--- src/rtl/nes_pad_pkg.sv ---
// Shared definitions for the NES pad scanner: button bit positions and FSM state encoding.
// Latency: n/a (types and constants only).
// Backpressure: n/a.
package nes_pad_pkg;

    // Bit positions within a button word, in controller shift order.
    localparam int BTN_A      = 0;
    localparam int BTN_B      = 1;
    localparam int BTN_SELECT = 2;
    localparam int BTN_START  = 3;
    localparam int BTN_UP     = 4;
    localparam int BTN_DOWN   = 5;
    localparam int BTN_LEFT   = 6;
    localparam int BTN_RIGHT  = 7;

    typedef enum logic [2:0] {
        IDLE,
        LATCH,
        SETTLE,
        CLK_HI,
        CLK_LO,
        DONE
    } pad_scan_state_t;

endpackage

--- src/rtl/pad_sync2.sv ---
// Two-flop synchronizer for one asynchronous pad data bit; resets to 1 (released line).
// Latency: 2 clk cycles from input change to sync_out.
// Backpressure: none, samples every cycle.
//
// Ports: clk, rst_n (synchronous, active-low), async_in (raw pin), sync_out (synchronized).
module pad_sync2 (
    input  logic clk,
    input  logic rst_n,
    input  logic async_in,
    output logic sync_out
);

    logic meta_q;
    logic sync_q;

    always_ff @(posedge clk) begin
        if (!rst_n) begin
            meta_q <= 1'b1;
            sync_q <= 1'b1;
        end else begin
            meta_q <= async_in;
            sync_q <= meta_q;
        end
    end

    assign sync_out = sync_q;

endmodule

--- src/rtl/pad_scanner.sv ---
// Scans two NES controllers (shared latch, per-port clock/data) and presents active-high button words.
// Latency: a scan spans 2*NBITS*HALF_CYC+1 cycles from start to the valid pulse; starts on scan_req or poll tick.
// Backpressure: none; a start while busy queues one pending scan, further starts are dropped.
//
// Ports: clk, rst_n (synchronous, active-low), scan_req (start pulse), pad_data[1:0] (raw, active-low),
//        pad_latch, pad_clk[1:0] (active-high pulses), btns0/btns1 (active-high words), busy, valid.
// Optional: define PAD_DEBOUNCE_EN to update a port only when two consecutive scans agree.
module pad_scanner #(
    parameter int HALF_CYC = 300,
    parameter int POLL_CYC = 833333,
    parameter int NBITS    = 8
) (
    input  logic             clk,
    input  logic             rst_n,
    input  logic             scan_req,
    input  logic [1:0]       pad_data,
    output logic             pad_latch,
    output logic [1:0]       pad_clk,
    output logic [NBITS-1:0] btns0,
    output logic [NBITS-1:0] btns1,
    output logic             busy,
    output logic             valid
);

    import nes_pad_pkg::*;

    localparam int PH_W   = (HALF_CYC > 1) ? $clog2(HALF_CYC) : 1;
    localparam int POLL_W = (POLL_CYC > 1) ? $clog2(POLL_CYC) : 1;
    localparam int IDX_W  = (NBITS > 1)    ? $clog2(NBITS)    : 1;

    localparam logic [PH_W-1:0]   PH_LAST   = PH_W'(HALF_CYC - 1);
    localparam logic [POLL_W-1:0] POLL_LAST = POLL_W'((POLL_CYC > 0) ? POLL_CYC - 1 : 0);
    localparam logic [IDX_W-1:0]  IDX_LAST  = IDX_W'(NBITS - 1);
    localparam bit                POLL_EN   = (POLL_CYC != 0);

    // Synchronized pad data, one synchronizer per port.
    logic [1:0] pad_sync;

    for (genvar p = 0; p < 2; p++) begin : g_sync
        pad_sync2 u_sync (
            .clk      (clk),
            .rst_n    (rst_n),
            .async_in (pad_data[p]),
            .sync_out (pad_sync[p])
        );
    end

    pad_scan_state_t   state_q,     state_d;
    logic [PH_W-1:0]   phase_q,     phase_d;
    logic [POLL_W-1:0] poll_q,      poll_d;
    logic [IDX_W-1:0]  idx_q,       idx_d;
    logic              pending_q,   pending_d;
    logic [NBITS-1:0]  sh0_q,       sh0_d;
    logic [NBITS-1:0]  sh1_q,       sh1_d;
    logic [NBITS-1:0]  btns0_q,     btns0_d;
    logic [NBITS-1:0]  btns1_q,     btns1_d;
    logic              valid_q,     valid_d;
    logic              busy_q,      busy_d;
    logic              pad_latch_q, pad_latch_d;
    logic [1:0]        pad_clk_q,   pad_clk_d;
`ifdef PAD_DEBOUNCE_EN
    logic [NBITS-1:0]  prev0_q,     prev0_d;
    logic [NBITS-1:0]  prev1_q,     prev1_d;
    logic              upd0,        upd1;
`endif

    logic poll_tick;
    logic start;
    logic ph_last;

    assign poll_tick = POLL_EN && (poll_q == POLL_LAST);
    assign start     = scan_req | poll_tick;
    assign ph_last   = (phase_q == PH_LAST);

    always_comb begin
        state_d   = state_q;
        idx_d     = idx_q;
        pending_d = pending_q;
        sh0_d     = sh0_q;
        sh1_d     = sh1_q;
        btns0_d   = btns0_q;
        btns1_d   = btns1_q;
        valid_d   = 1'b0;
`ifdef PAD_DEBOUNCE_EN
        prev0_d   = prev0_q;
        prev1_d   = prev1_q;
        upd0      = 1'b0;
        upd1      = 1'b0;
`endif

        poll_d = POLL_EN ? (poll_tick ? '0 : poll_q + POLL_W'(1)) : '0;

        // DONE consumes any start itself, so only the mid-scan states queue one.
        if (start && state_q != IDLE && state_q != DONE) begin
            pending_d = 1'b1;
        end

        case (state_q)
            IDLE: begin
                if (start || pending_q) begin
                    state_d = LATCH;
                end
            end
            LATCH: begin
                if (ph_last) begin
                    state_d = SETTLE;
                end
            end
            SETTLE: begin
                if (ph_last) begin
                    // Bit 0 is already on the data line once the latch drops.
                    sh0_d[BTN_A] = pad_sync[0];
                    sh1_d[BTN_A] = pad_sync[1];
                    idx_d        = IDX_W'(1);
                    state_d      = (NBITS == 1) ? DONE : CLK_HI;
                end
            end
            CLK_HI: begin
                if (ph_last) begin
                    state_d = CLK_LO;
                end
            end
            CLK_LO: begin
                if (ph_last) begin
                    sh0_d[idx_q] = pad_sync[0];
                    sh1_d[idx_q] = pad_sync[1];
                    if (idx_q == IDX_LAST) begin
                        state_d = DONE;
                    end else begin
                        idx_d   = idx_q + IDX_W'(1);
                        state_d = CLK_HI;
                    end
                end
            end
            DONE: begin
                pending_d = 1'b0;
                state_d   = (pending_q || start) ? LATCH : IDLE;
            end
            default: begin
                state_d = IDLE;
            end
        endcase

        // Phase counter restarts at every state entry, including CLK_LO -> CLK_HI.
        phase_d = (state_d != state_q || state_q == IDLE) ? '0 : phase_q + PH_W'(1);

        // Publish on entry to DONE so btns and valid line up with the DONE cycle.
        if (state_d == DONE) begin
`ifdef PAD_DEBOUNCE_EN
            upd0    = (sh0_d == prev0_q);
            upd1    = (sh1_d == prev1_q);
            prev0_d = sh0_d;
            prev1_d = sh1_d;
            if (upd0) begin
                btns0_d = ~sh0_d;
            end
            if (upd1) begin
                btns1_d = ~sh1_d;
            end
            valid_d = upd0 | upd1;
`else
            btns0_d = ~sh0_d;
            btns1_d = ~sh1_d;
            valid_d = 1'b1;
`endif
        end

        pad_latch_d = (state_d == LATCH);
        pad_clk_d   = (state_d == CLK_HI) ? 2'b11 : 2'b00;
        busy_d      = (state_d != IDLE);
    end

    always_ff @(posedge clk) begin
        if (!rst_n) begin
            state_q     <= IDLE;
            phase_q     <= '0;
            poll_q      <= '0;
            idx_q       <= '0;
            pending_q   <= 1'b0;
            sh0_q       <= '1;
            sh1_q       <= '1;
            btns0_q     <= '0;
            btns1_q     <= '0;
            valid_q     <= 1'b0;
            busy_q      <= 1'b0;
            pad_latch_q <= 1'b0;
            pad_clk_q   <= 2'b00;
`ifdef PAD_DEBOUNCE_EN
            prev0_q     <= '1;
            prev1_q     <= '1;
`endif
        end else begin
            state_q     <= state_d;
            phase_q     <= phase_d;
            poll_q      <= poll_d;
            idx_q       <= idx_d;
            pending_q   <= pending_d;
            sh0_q       <= sh0_d;
            sh1_q       <= sh1_d;
            btns0_q     <= btns0_d;
            btns1_q     <= btns1_d;
            valid_q     <= valid_d;
            busy_q      <= busy_d;
            pad_latch_q <= pad_latch_d;
            pad_clk_q   <= pad_clk_d;
`ifdef PAD_DEBOUNCE_EN
            prev0_q     <= prev0_d;
            prev1_q     <= prev1_d;
`endif
        end
    end

    assign pad_latch = pad_latch_q;
    assign pad_clk   = pad_clk_q;
    assign btns0     = btns0_q;
    assign btns1     = btns1_q;
    assign busy      = busy_q;
    assign valid     = valid_q;

endmodule

--- config.mk ---
export PLATFORM = sky130hd
export DESIGN_NAME = pad_scanner
export DESIGN_NICKNAME = d
export VERILOG_FILES = /design/src/rtl/nes_pad_pkg.sv /design/src/rtl/pad_sync2.sv /design/src/rtl/pad_scanner.sv
export SDC_FILE = /design/constraint.sdc
export NUM_CORES = 1
export LEC_CHECK = 0
export CAP_MARGIN = 0
export CORE_ASPECT_RATIO = 0.7
export CORE_UTILIZATION = 25
export DETAILED_ROUTE_END_ITERATION = 8
export HOLD_SLACK_MARGIN = 0.15
export MAX_ROUTING_LAYER = met4
export PLACE_DENSITY = 0.41
export SLEW_MARGIN = 20
export SYNTH_ARGS = -nofsm -noshare
export SYNTH_HDL_FRONTEND = slang
export SYNTH_SLANG_ARGS = --single-unit
--- constraint.sdc ---
create_clock -name clk -period 4.4 [get_ports clk]
set_input_delay 0.88 -clock clk [delete_from_list [all_inputs] [get_ports clk]]
set_output_delay 0.88 -clock clk [all_outputs]
set_load 0.01 [all_outputs]
==> run_results.csv <==
group,metric,value,unit
global_route,grt_pass1_wl,10980,um
timing,setup_ws,1975,ps
cells_and_area,syn2layout_area_growth,22.00,%
flow_run,drv_cap,0,
worst_setup_path,critPathKind,"register to register",
timing,final_max_slew_viol_count,0,
synth,syn_inst,332,
power_and_ir_drop,powerDensity,400.4,mW/mm2
route,ant_nets,0,
worst_setup_path,critPathLaunchType,"register",
clocking,clk_latency,330,ps
worst_setup_path,arrival,2700,ps
clocking,clockBufferDepth,2,
worst_setup_path,cpPeakStageDelay,670,ps
synth,synth.area.top_cells,"dfxtp_1 (48%), nor2_1 (5.1%), mux2i_1 (5.0%)",
synth,netlist_area,0.003179,mm2
cells_and_area,drive_above_1_share,9.167,%
global_route,grt_util_all_layers,11.49,%
die,core_area,0.01242,mm2
cells_and_area,fill_cells,1291,
timing,fmax,0.4124,GHz
outcome,status,"finished clean",
synth,yosysWarnings,0,
route,post_drt_wl_per_cell,12.76,um
worst_setup_path,path_delay_family,"simple AND/OR/NAND/NOR gates",
worst_setup_path,end_kind,"register",
clocking,cts_hold_buf,0,
clocking,post_cts_buffers,0,
route,drc_errors,0,
synth,avgSynthCellArea,9.576,um2
synth,synth_nets,342,
power_and_ir_drop,p_total,1.553,mW
synth,yosys.area.top_type,"dfxtp_1",
cells_and_area,n_antenna_cell,0,
timing,finClkSkew,6.940,ps
clocking,cts_root_buffer,"clkbuf_16",
worst_setup_path,path_max_fanout,17,
timing,setup-tns-final,0,ps
clocking,numCtsBuffers,9,
place,place_ws,1656,ps
route,vias_per_cell,4.429,
synth,ys_ff_latch,76,
route,drt_iter0_drc,120,
clocking,htreeDepth,3,
clocking,cts_tree,"yes",
timing,worst_slew_pin_slew,898.5,ps
synth,synthArstFlopShare,0,%
timing,setup-violations-final,0,
worst_setup_path,path_cells,"nand2b_1 -> nor2_1 -> nand3_2 -> nor2_2 -> a22o_1",
die,start_util,25.59,%
clocking,cts_resized,0,
synth,synth-seq-area-share,47.86,%
clocking,clock_sinks,76,
die,die_x,136.8,um
timing,period_needed,2425,ps
worst_setup_path,cp_num_buf_inv,0,
place,dp_hpwl,4543,um
route,route.vias.total,2312,
route,dr.pass1.iters,5,
power_and_ir_drop,ir_drop,0.0001664,V
timing,final-hold-violation-count,0,
worst_setup_path,crit_slowest_cell,"nor2_1",
die,num_rows,34,
die,num_io_pins,26,
synth,ys.flop_type,"dfxtp_1",
global_route,overflow,0,
timing,finalCritPeriodShare,55.12,%
timing,relSlewSlack,39.91,%
place,io_buffers,25,
global_route,grt_max_degree,30,
worst_setup_path,required,4670,ps
die,die_h,96.35,um
route,routed_wl,6659,um
die,dieArea,0.01318,mm2
clocking,path_clk_slew,60,ps
power_and_ir_drop,power.leakage,1.393,nW
place,gp_congestion,0.7436,
global_route,grt_pass1_vias,2161,
global_route,antenna_found_initial,0,
synth,synth-edff-count,0,
synth,synth.distinct_cells,49,
synth,synth_top_area_share,47.86,%
cells_and_area,nNetsFinal,365,
hold_path,hold_class,"register to register",
timing,rsz0062_at_grt,"no",
==> final timing paths <==
check | start | to | slack, ps | cells past startpoint
max | state_q[2] | btns0[4] | 1970 | 5
min | g_sync[0].u_sync.meta_q | g_sync[0].u_sync.sync_out | 400 | 1
max reg2reg | state_q[2] | btns0[4] | 1970 | 5
min reg2reg | g_sync[0].u_sync.meta_q | g_sync[0].u_sync.sync_out | 400 | 1
==> worst register-to-register path, stage by stage (launching register included) <==
cell and delay [ps]:
dfxtp_1 540, nand2b_1 170, nor2_1 670, nand3_2 170
nor2_2 580, a22o_1 230
==> flip-flops by register name, summed over array words and instances (netlist names), 3 cells and up <==
name and count:
sh1_q 8, btns1 8, poll_q 20, btns0 8
idx_q 3, sh0_q 8, state_q 3, phase_q 9
==> per-stage QoR <==
step                instances  hold slack (ps)  utilization [%]  cell area (um2)
floorplan                 332            386.3                -             3179
global placement          506            387.8            28.60             3552
detailed placement        506            391.4            28.60             3552
CTS                       522            406.2            31.22             3879
global route              522            412.0            31.22             3879
finish                    522            404.5            31.22             3879
==> synth_stat cells, types with 2 or more instances <==
library cell and instances:
dfxtp_1 76, nor2_1 43, nand2_1 30, a22o_1 17, nand3_1 17, mux2i_1 16
xor2_1 16, nand4_1 10, xnor2_1 10, nand2b_1 9, inv_1 8, and2_1 7
a21oi_1 6, ha_1 5, nor3_1 5, and3_1 4, buf_2 4, buf_4 4
o21ai_0 3, or2_2 3, a31oi_1 2, buf_1 2, buf_6 2, clkbuf_1 2
nand2_2 2, nand3_2 2, nand3b_1 2, nor2b_1 2, nor4b_2 2, o211ai_1 2
==> per-layer routing <==
layer	track usage, %	wire (um)	up-vias
li1	-	-	1193
met1	15.68	3702	1079
met2	15.27	2658	34
met5	-	0	-
met3	4.687	232	6
met4	3.022	65	0
==> area by class of cell <==
| type | count | area (um2) | share of cell area (%) |
|---|---|---|---|
| inverter | 8 | 30.03 | 0.7742 |
| timing repair buffer | 26 | 257.7 | 6.645 |
| multi-input combinational | 234 | 1540 | 39.71 |
| sequential | 76 | 1521 | 39.23 |
| clock inverter | 5 | 83.83 | 2.161 |
| tap | 162 | 202.7 | 5.226 |
| clock buffer | 11 | 242.7 | 6.258 |
==> layout by cell type, fill, tap and decap left out, types with 2 or more instances in the layout <==
cell and instances:
nor4b_2 2, nand2b_1 9, bufinv_16 2, a31oi_1 2
xnor2_1 10, clkinvlp_4 2, or2_2 3, o21ai_0 3
dfxtp_1 76, o211ai_1 2, nand3_1 17, ha_1 5
nor3_1 5, nand4_1 10, nor2_1 43, clkdlybuf4s50_1 25
nand2_1 30, inv_1 8, nand2_2 2, nand3b_1 2
nand3_2 2, a22o_1 17, and2_1 7, xor2_1 16
a21oi_1 6, nor2b_1 2, clkbuf_16 9, mux2i_1 16
and3_1 4
==> cell families (layout without fill, tap and decap cells) <==
group           after synthesis  after routing  share of synthesized area (%)
xor+xnor                     26             26                          7.162
compound gates               40             40                          9.799
fa+ha+maj                     5              5                          1.968
buf+inv                      22             50                          3.700
flops                        76             76                          47.86
simple gates                147            147                          24.48
mux                          16             16                          5.037
==> where the power goes <==
part,internal [mW],leakage [nW],total [mW],switching (mW)
Sequential,0.696,0.615,0.707,0.0107
Combinational,0.0191,0.626,0.0450,0.0259
Clock,0.514,0.152,0.801,0.287
Total,1.23,1.39,1.55,0.324
No activity file was read; power rests on OpenSTA's default activity.
